`config.mk`:
```
export PLATFORM = sky130hd
export DESIGN_NAME = uart_rx_top
export DESIGN_NICKNAME = d
export VERILOG_FILES = /design/src/rtl/uart_rx_top.sv
export SDC_FILE = /design/constraint.sdc
export NUM_CORES = 1
export LEC_CHECK = 0
export ABC_AREA = 1
export CAP_MARGIN = 0
export CORE_UTILIZATION = 40
export DETAILED_ROUTE_END_ITERATION = 10
export GPL_TIMING_DRIVEN = 0
export PLACE_DENSITY = 0.59
export RECOVER_POWER = 25
export SYNTH_ARGS = -nofsm -noshare
export SYNTH_HDL_FRONTEND = slang
export SYNTH_SLANG_ARGS = --single-unit
```
`constraint.sdc`:
```
create_clock -name clk -period 4.5 [get_ports clk]
set_clock_uncertainty 0.1 [all_clocks]
set_input_delay 0.9 -clock clk [delete_from_list [all_inputs] [get_ports clk]]
set_output_delay 0.9 -clock clk [all_outputs]
set_load 0.05 [all_outputs]
```
`src/rtl/uart_rx_top.sv`:
```
// UART receive engine: 16x oversampled deserialiser for 5-8 data bits with
// optional parity, single stop-bit check and break detection.
module uart_rx_top #(
    parameter int SYNC_STAGES = 2
) (
    input  logic       clk,
    input  logic       rst,
    input  logic       baud_pulse,
    input  logic       rx,
    input  logic       pen,
    input  logic       eps,
    input  logic       sticky_parity,
    input  logic [1:0] wls,
    output logic       push,
    output logic [7:0] dout,
    output logic       pe,
    output logic       fe,
    output logic       bi
);

    typedef enum logic [2:0] {
        ST_IDLE   = 3'd0,
        ST_START  = 3'd1,
        ST_DATA   = 3'd2,
        ST_PARITY = 3'd3,
        ST_STOP   = 3'd4
    } state_t;

    // Expected parity bit; stick parity forces the inverse of eps.
    function automatic logic exp_parity(input logic [7:0] data,
                                        input logic       even,
                                        input logic       stick);
        logic res;
        if (stick) begin
            res = ~even;
        end else if (even) begin
            res = ^data;
        end else begin
            res = ~(^data);
        end
        return res;
    endfunction

    logic [SYNC_STAGES-1:0] sync_r;
    logic                   rxs_s;

    state_t     state_r,    state_s;
    logic [3:0] count_r,    count_s;
    logic [2:0] bitcnt_r,   bitcnt_s;
    logic [7:0] shift_r,    shift_s;
    logic       armed_r,    armed_s;
    logic [1:0] wls_r,      wls_s;
    logic       pen_r,      pen_s;
    logic       eps_r,      eps_s;
    logic       stick_r,    stick_s;
    logic       par_err_r,  par_err_s;
    logic       par_zero_r, par_zero_s;
    logic       push_r,     push_s;
    logic [7:0] dout_r,     dout_s;
    logic       pe_r,       pe_s;
    logic       fe_r,       fe_s;
    logic       bi_r,       bi_s;
    logic [2:0] align_s;

    assign rxs_s   = sync_r[SYNC_STAGES-1];
    // Bits arrive at the top of the shift register; move them down to bit 0.
    assign align_s = 3'd3 - {1'b0, wls_r};

    assign push = push_r;
    assign dout = dout_r;
    assign pe   = pe_r;
    assign fe   = fe_r;
    assign bi   = bi_r;

    // Input synchronizer, idles high so reset does not look like a start bit.
    always_ff @(posedge clk or negedge rst) begin
        if (!rst) begin
            sync_r <= {SYNC_STAGES{1'b1}};
        end else begin
            sync_r <= {sync_r[SYNC_STAGES-2:0], rx};
        end
    end

    // State and datapath registers.
    always_ff @(posedge clk or negedge rst) begin
        if (!rst) begin
            state_r    <= ST_IDLE;
            count_r    <= 4'd0;
            bitcnt_r   <= 3'd0;
            shift_r    <= 8'd0;
            armed_r    <= 1'b0;
            wls_r      <= 2'd0;
            pen_r      <= 1'b0;
            eps_r      <= 1'b0;
            stick_r    <= 1'b0;
            par_err_r  <= 1'b0;
            par_zero_r <= 1'b1;
            push_r     <= 1'b0;
            dout_r     <= 8'd0;
            pe_r       <= 1'b0;
            fe_r       <= 1'b0;
            bi_r       <= 1'b0;
        end else begin
            state_r    <= state_s;
            count_r    <= count_s;
            bitcnt_r   <= bitcnt_s;
            shift_r    <= shift_s;
            armed_r    <= armed_s;
            wls_r      <= wls_s;
            pen_r      <= pen_s;
            eps_r      <= eps_s;
            stick_r    <= stick_s;
            par_err_r  <= par_err_s;
            par_zero_r <= par_zero_s;
            push_r     <= push_s;
            dout_r     <= dout_s;
            pe_r       <= pe_s;
            fe_r       <= fe_s;
            bi_r       <= bi_s;
        end
    end

    // Next-state and output logic; everything advances only on baud_pulse.
    always_comb begin
        state_s    = state_r;
        count_s    = count_r;
        bitcnt_s   = bitcnt_r;
        shift_s    = shift_r;
        armed_s    = armed_r;
        wls_s      = wls_r;
        pen_s      = pen_r;
        eps_s      = eps_r;
        stick_s    = stick_r;
        par_err_s  = par_err_r;
        par_zero_s = par_zero_r;
        push_s     = 1'b0;
        dout_s     = dout_r;
        pe_s       = pe_r;
        fe_s       = fe_r;
        bi_s       = bi_r;

        if (baud_pulse) begin
            case (state_r)
                ST_IDLE: begin
                    if (rxs_s) begin
                        armed_s = 1'b1;
                    end else if (armed_r) begin
                        state_s = ST_START;
                        count_s = 4'd7;
                        armed_s = 1'b0;
                    end else begin
                        armed_s = 1'b0;
                    end
                end
                ST_START: begin
                    if (count_r != 4'd0) begin
                        count_s = count_r - 4'd1;
                    end else if (!rxs_s) begin
                        state_s    = ST_DATA;
                        count_s    = 4'd15;
                        bitcnt_s   = 3'd4 + {1'b0, wls};
                        shift_s    = 8'd0;
                        wls_s      = wls;
                        pen_s      = pen;
                        eps_s      = eps;
                        stick_s    = sticky_parity;
                        par_err_s  = 1'b0;
                        par_zero_s = 1'b1;
                    end else begin
                        state_s = ST_IDLE;
                        armed_s = 1'b1;
                    end
                end
                ST_DATA: begin
                    if (count_r != 4'd0) begin
                        count_s = count_r - 4'd1;
                    end else begin
                        shift_s = {rxs_s, shift_r[7:1]};
                        count_s = 4'd15;
                        if (bitcnt_r == 3'd0) begin
                            state_s = pen_r ? ST_PARITY : ST_STOP;
                        end else begin
                            bitcnt_s = bitcnt_r - 3'd1;
                        end
                    end
                end
                ST_PARITY: begin
                    if (count_r != 4'd0) begin
                        count_s = count_r - 4'd1;
                    end else begin
                        par_err_s  = rxs_s != exp_parity(shift_r, eps_r, stick_r);
                        par_zero_s = ~rxs_s;
                        state_s    = ST_STOP;
                        count_s    = 4'd15;
                    end
                end
                ST_STOP: begin
                    if (count_r != 4'd0) begin
                        count_s = count_r - 4'd1;
                    end else begin
                        push_s  = 1'b1;
                        dout_s  = shift_r >> align_s;
                        pe_s    = pen_r & par_err_r;
                        fe_s    = ~rxs_s;
                        bi_s    = (shift_r == 8'd0) & (~pen_r | par_zero_r) & ~rxs_s;
                        state_s = ST_IDLE;
                        armed_s = rxs_s;
                    end
                end
                default: begin
                    state_s = ST_IDLE;
                    armed_s = 1'b0;
                end
            endcase
        end else begin
            push_s = 1'b0;
        end
    end

endmodule

```
==> results by stage <==
Status:
- The run finished with clean final reports.

Critical path:
- At the worst endpoint, the required time is about 4.6 ns.
- The kind of cell with the highest combined delay along the critical path is buffers and inverters.
- The critical path contains buffers and inverters numbering 2 combined.
- The library cell appearing most often on the critical path is clkbuf_1.
- The type of the worst setup path is in2async.
- STA classifies the critical path endpoint as an async pin.
- The type of origin of the critical path is an input port.
- The largest fanout of any net on the critical path is 27.
- On the worst path, the slowest cell contributes a delay of about 1.1 ns.
- The slowest stage of the critical path belongs to the cell clkbuf_1.
- Walking the worst path, the cells encountered are clkbuf_1 > clkbuf_1.
- The data arrival time of the critical path is around 2.6 ns.

Finish:
- The commonest non-fill, non-tap cell in the layout is nand2_1.
- The total inserted antenna cells is 0.
- Compared with the post-synthesis result, the final layout area differs by 18.5%.
- The layout has roughly 560 filler cells.
- After the last flow step, the layout net total stands at ~340.
- The library cells used most frequently in the layout, excluding fill and tap cells, are nand2_1 (86), dfrtp_1 (37), o21ai_0 (34).
- The share of layout cells above drive strength 1 is between 10% and 20%.

Timing:
- Based on the critical path, the design can be clocked at up to around 0.4 GHz.
- The final setup violation count is 0.
- For the pin with the worst max-slew slack, the measured transition is ~1.5 ns.
- The final critical path takes up 55.7% of the cycle.
- The worst path in the final design needs a cycle of roughly 2.5 ns, including I/O delays and setup.
- The final total negative setup slack is 0 ns.
- The final max-slew violation count was 0.
- The final-report hold violation count is 0.
- The headroom to the max-slew limit is ~2.4%.
- Setup repair after global routing left no endpoint under its margin.
- The worst hold slack across all endpoints is ~0.26 ns.

Synth:
- Among all flip-flop cells after synthesis, the most frequent one is dfrtp_1.
- A synthesized cell averages 7.72 sq um.
- The share of synthesized area occupied by flip-flops and latches is between 40% and 50%.
- The number of enable flip-flop cells after synthesis is 0.
- Synthesis produced a netlist whose cell count is 295.
- In this run, distinct cell masters in the synthesized netlist total 30.
- Of all flip-flops after synthesis, the portion carrying an async set or reset was between 90% and 100%.
- Counting flops and latches in the post-synthesis netlist gives 40.
- The total standard cell area after synthesis is roughly 0.0023 sq mm.
- During synthesis, Yosys emitted a total of 0 warnings.
- Synthesis produced a netlist with a net count of between 300 and 400.

Routing:
- The detailed-router iteration count before antenna repair is 4.
- The routed layout has roughly 1900 vias.
- Wires add up to 4640 um.
- Dividing the detail-routed via count by the number of cells gives approximately 4.8.
- For this run, design rule violations remaining after detail routing come to 0.
- The number of routed nets with antenna violations is 0.
- Dividing the detail-routed wire length by the instance count gives 11.7 um.
- The initial detailed-routing violation count is between 80 and 90.

Global routing:
- The number of antenna violations at the first check in global routing is 0.
- met2 is the most crowded layer.
- Global routing used 17.2% of the available tracks across all layers.
- For this run, global-route usage on met3 was measured as 4.00%.
- The first-pass GRT wire length is 8150 um.
- Global routing used 25.5% of the available met2 tracks.
- For this run, global-route usage on met1 was measured as between 20% and 30%.
- The via count of the first global-routing pass came to between 1500 and 2000.
- The total overflow left after global routing is 0.
- The largest net degree at the start of global routing is 28.

Floorplan:
- For this configuration, the core starts out at a cell density of 41.4%.
- The die covers between 0.006 and 0.007 sq mm.
- 21 I/O pins were placed.
- The floorplan die height is 77.5 um.
- The width of the chip is ~77 um.
- The row count is 27.
- The floorplan core area is 0.00551 sq mm.

CTS:
- The clock latency reported for the late side of the worst-skew pair is approximately 0.3 ns.
- The number of CTS-inserted buffers is 5.
- The clock tree synthesis step divided the H-tree into 2 levels.
- TritonCTS built the clock tree.
- The cell at the root of the clock tree is clkbuf_8.
- Counting every sink on the clock net gives 40.
- The clock-pin slew on the worst setup and hold paths is approximately 0.08 ns.
- After clock tree synthesis, the flow added hold-fix buffers numbering 0.
- The maximum root-to-sink buffer count is 2.
- The number of gates resized after CTS was 0.
- The number of post-CTS setup repair buffers is 0.

Placed design:
- The placed wire-length estimate after detailed placement is 3550 um.
- Input and output buffers added on the ports amount to 20.
- The global placer's final weighted congestion is 0.820.

Job:
- The tool flagged a number of max-cap violations equal to 0.

Power:
- The power per unit of standard cell area is ~710 mW/mm^2.
- The leakage power of the design is approximately 1.3 nW.
- The worst IR drop on VDD is 216 uV.

Hold path:
- The min-delay analysis places its worst path in the category reg2reg.
## worst reg2reg max path: stages, from the launching register on
cell and delay (ns):
dfrtp_1 0.41, inv_1 0.10, ha_1 0.21, nand3_1 0.27, nor2_2 0.27, nand2_2 0.13
a21oi_4 0.22, o21ai_0 0.13
## where the power goes
part           total [mW]  internal (mW)  switching, mW
Sequential          0.595          0.493          0.101
Clock               0.354          0.222          0.132
Combinational       0.963          0.331          0.632
Total                1.91           1.05          0.865
## state kept, by name, indices dropped and copies added, names as in the netlist, 2 cells and up
signal	cells
shift_r	8
bitcnt_r	3
dout	8
sync_r	2
count_r	4
state_r	3
wls_r	2
## worst paths after layout
path	start	cells past startpoint	slack [ns]	end
worst max-delay path	rst	2	1.99	dout[6]
worst min-delay path	sync_r[0]	0	0.26	sync_r[1]
worst max register to register	count_r[0]	7	2.55	shift_r[1]
worst min register to register	sync_r[0]	0	0.26	sync_r[1]
max in group clk	dout[5]	1	2.03	dout[5]
min in group asynchronous	rst	1	0.52	eps_r
## layer usage
metal | vias to the layer above | share of wire (%)
li1 | 1008 | -
met1 | 845 | 53
met2 | 30 | 43
met3 | 2 | 2.9
met4 | 0 | 0.52
met5 | - | 0
## synth_stat cells, types with 2 or more instances
cell / instances / area share, %
a21oi_1: 13 / 2.9
a31oi_1: 3 / 0.82
buf_2: 3 / 0.66
dfrtp_1: 37 / 41
dfstp_2: 3 / 3.5
ha_1: 7 / 3.8
inv_1: 32 / 5.3
inv_2: 4 / 0.66
nand2_1: 86 / 14
nand2_2: 6 / 1.6
nand2_4: 2 / 0.99
nand3_1: 18 / 4.0
nand4_1: 4 / 1.1
nor2_1: 17 / 2.8
nor2_2: 4 / 1.1
nor2_4: 5 / 2.5
o21ai_0: 34 / 7.5
o21ai_1: 2 / 0.44
o21ai_2: 2 / 0.77
or2_2: 2 / 0.55
xor2_1: 2 / 0.77
## cells by family after synthesis
logic type	after synthesis	share of synthesized area, %
and+or+nand+nor	146	29.8
AOI/OAI and AO/OA	58	14.1
xor gates and xnor gates	3	1.15
DFF	40	44.1
buffers and inverters	41	7.08
adders and majority gates	7	3.84
## layout make-up
cell class	instances	area, sq um	area share [%]
Sequential cell	40	1000	37.2
Timing Repair Buffer	21	198	7.32
Buffer	5	26.3	0.974
Inverter	36	135	5.01
Multi-Input combinational cell	214	1110	41.2
Clock inverter	2	60.1	2.23
Clock buffer	6	72.6	2.69
Tap cell	72	90.1	3.34
## through the flow
stage	total power, mW	worst slack [ns]	cell area (sq um)	std cells	util [%]
after floorplan	1.34	2.79	2280	295	-
after global placement	1.55	1.40	2570	387	46.6
after detailed placement	1.57	1.99	2580	388	46.9
after CTS	1.93	2.02	2720	396	49.3
after global routing	2.11	1.58	2700	396	49.0
final	1.91	1.99	2700	396	49.0
No activity file was read; power rests on OpenSTA's default activity.
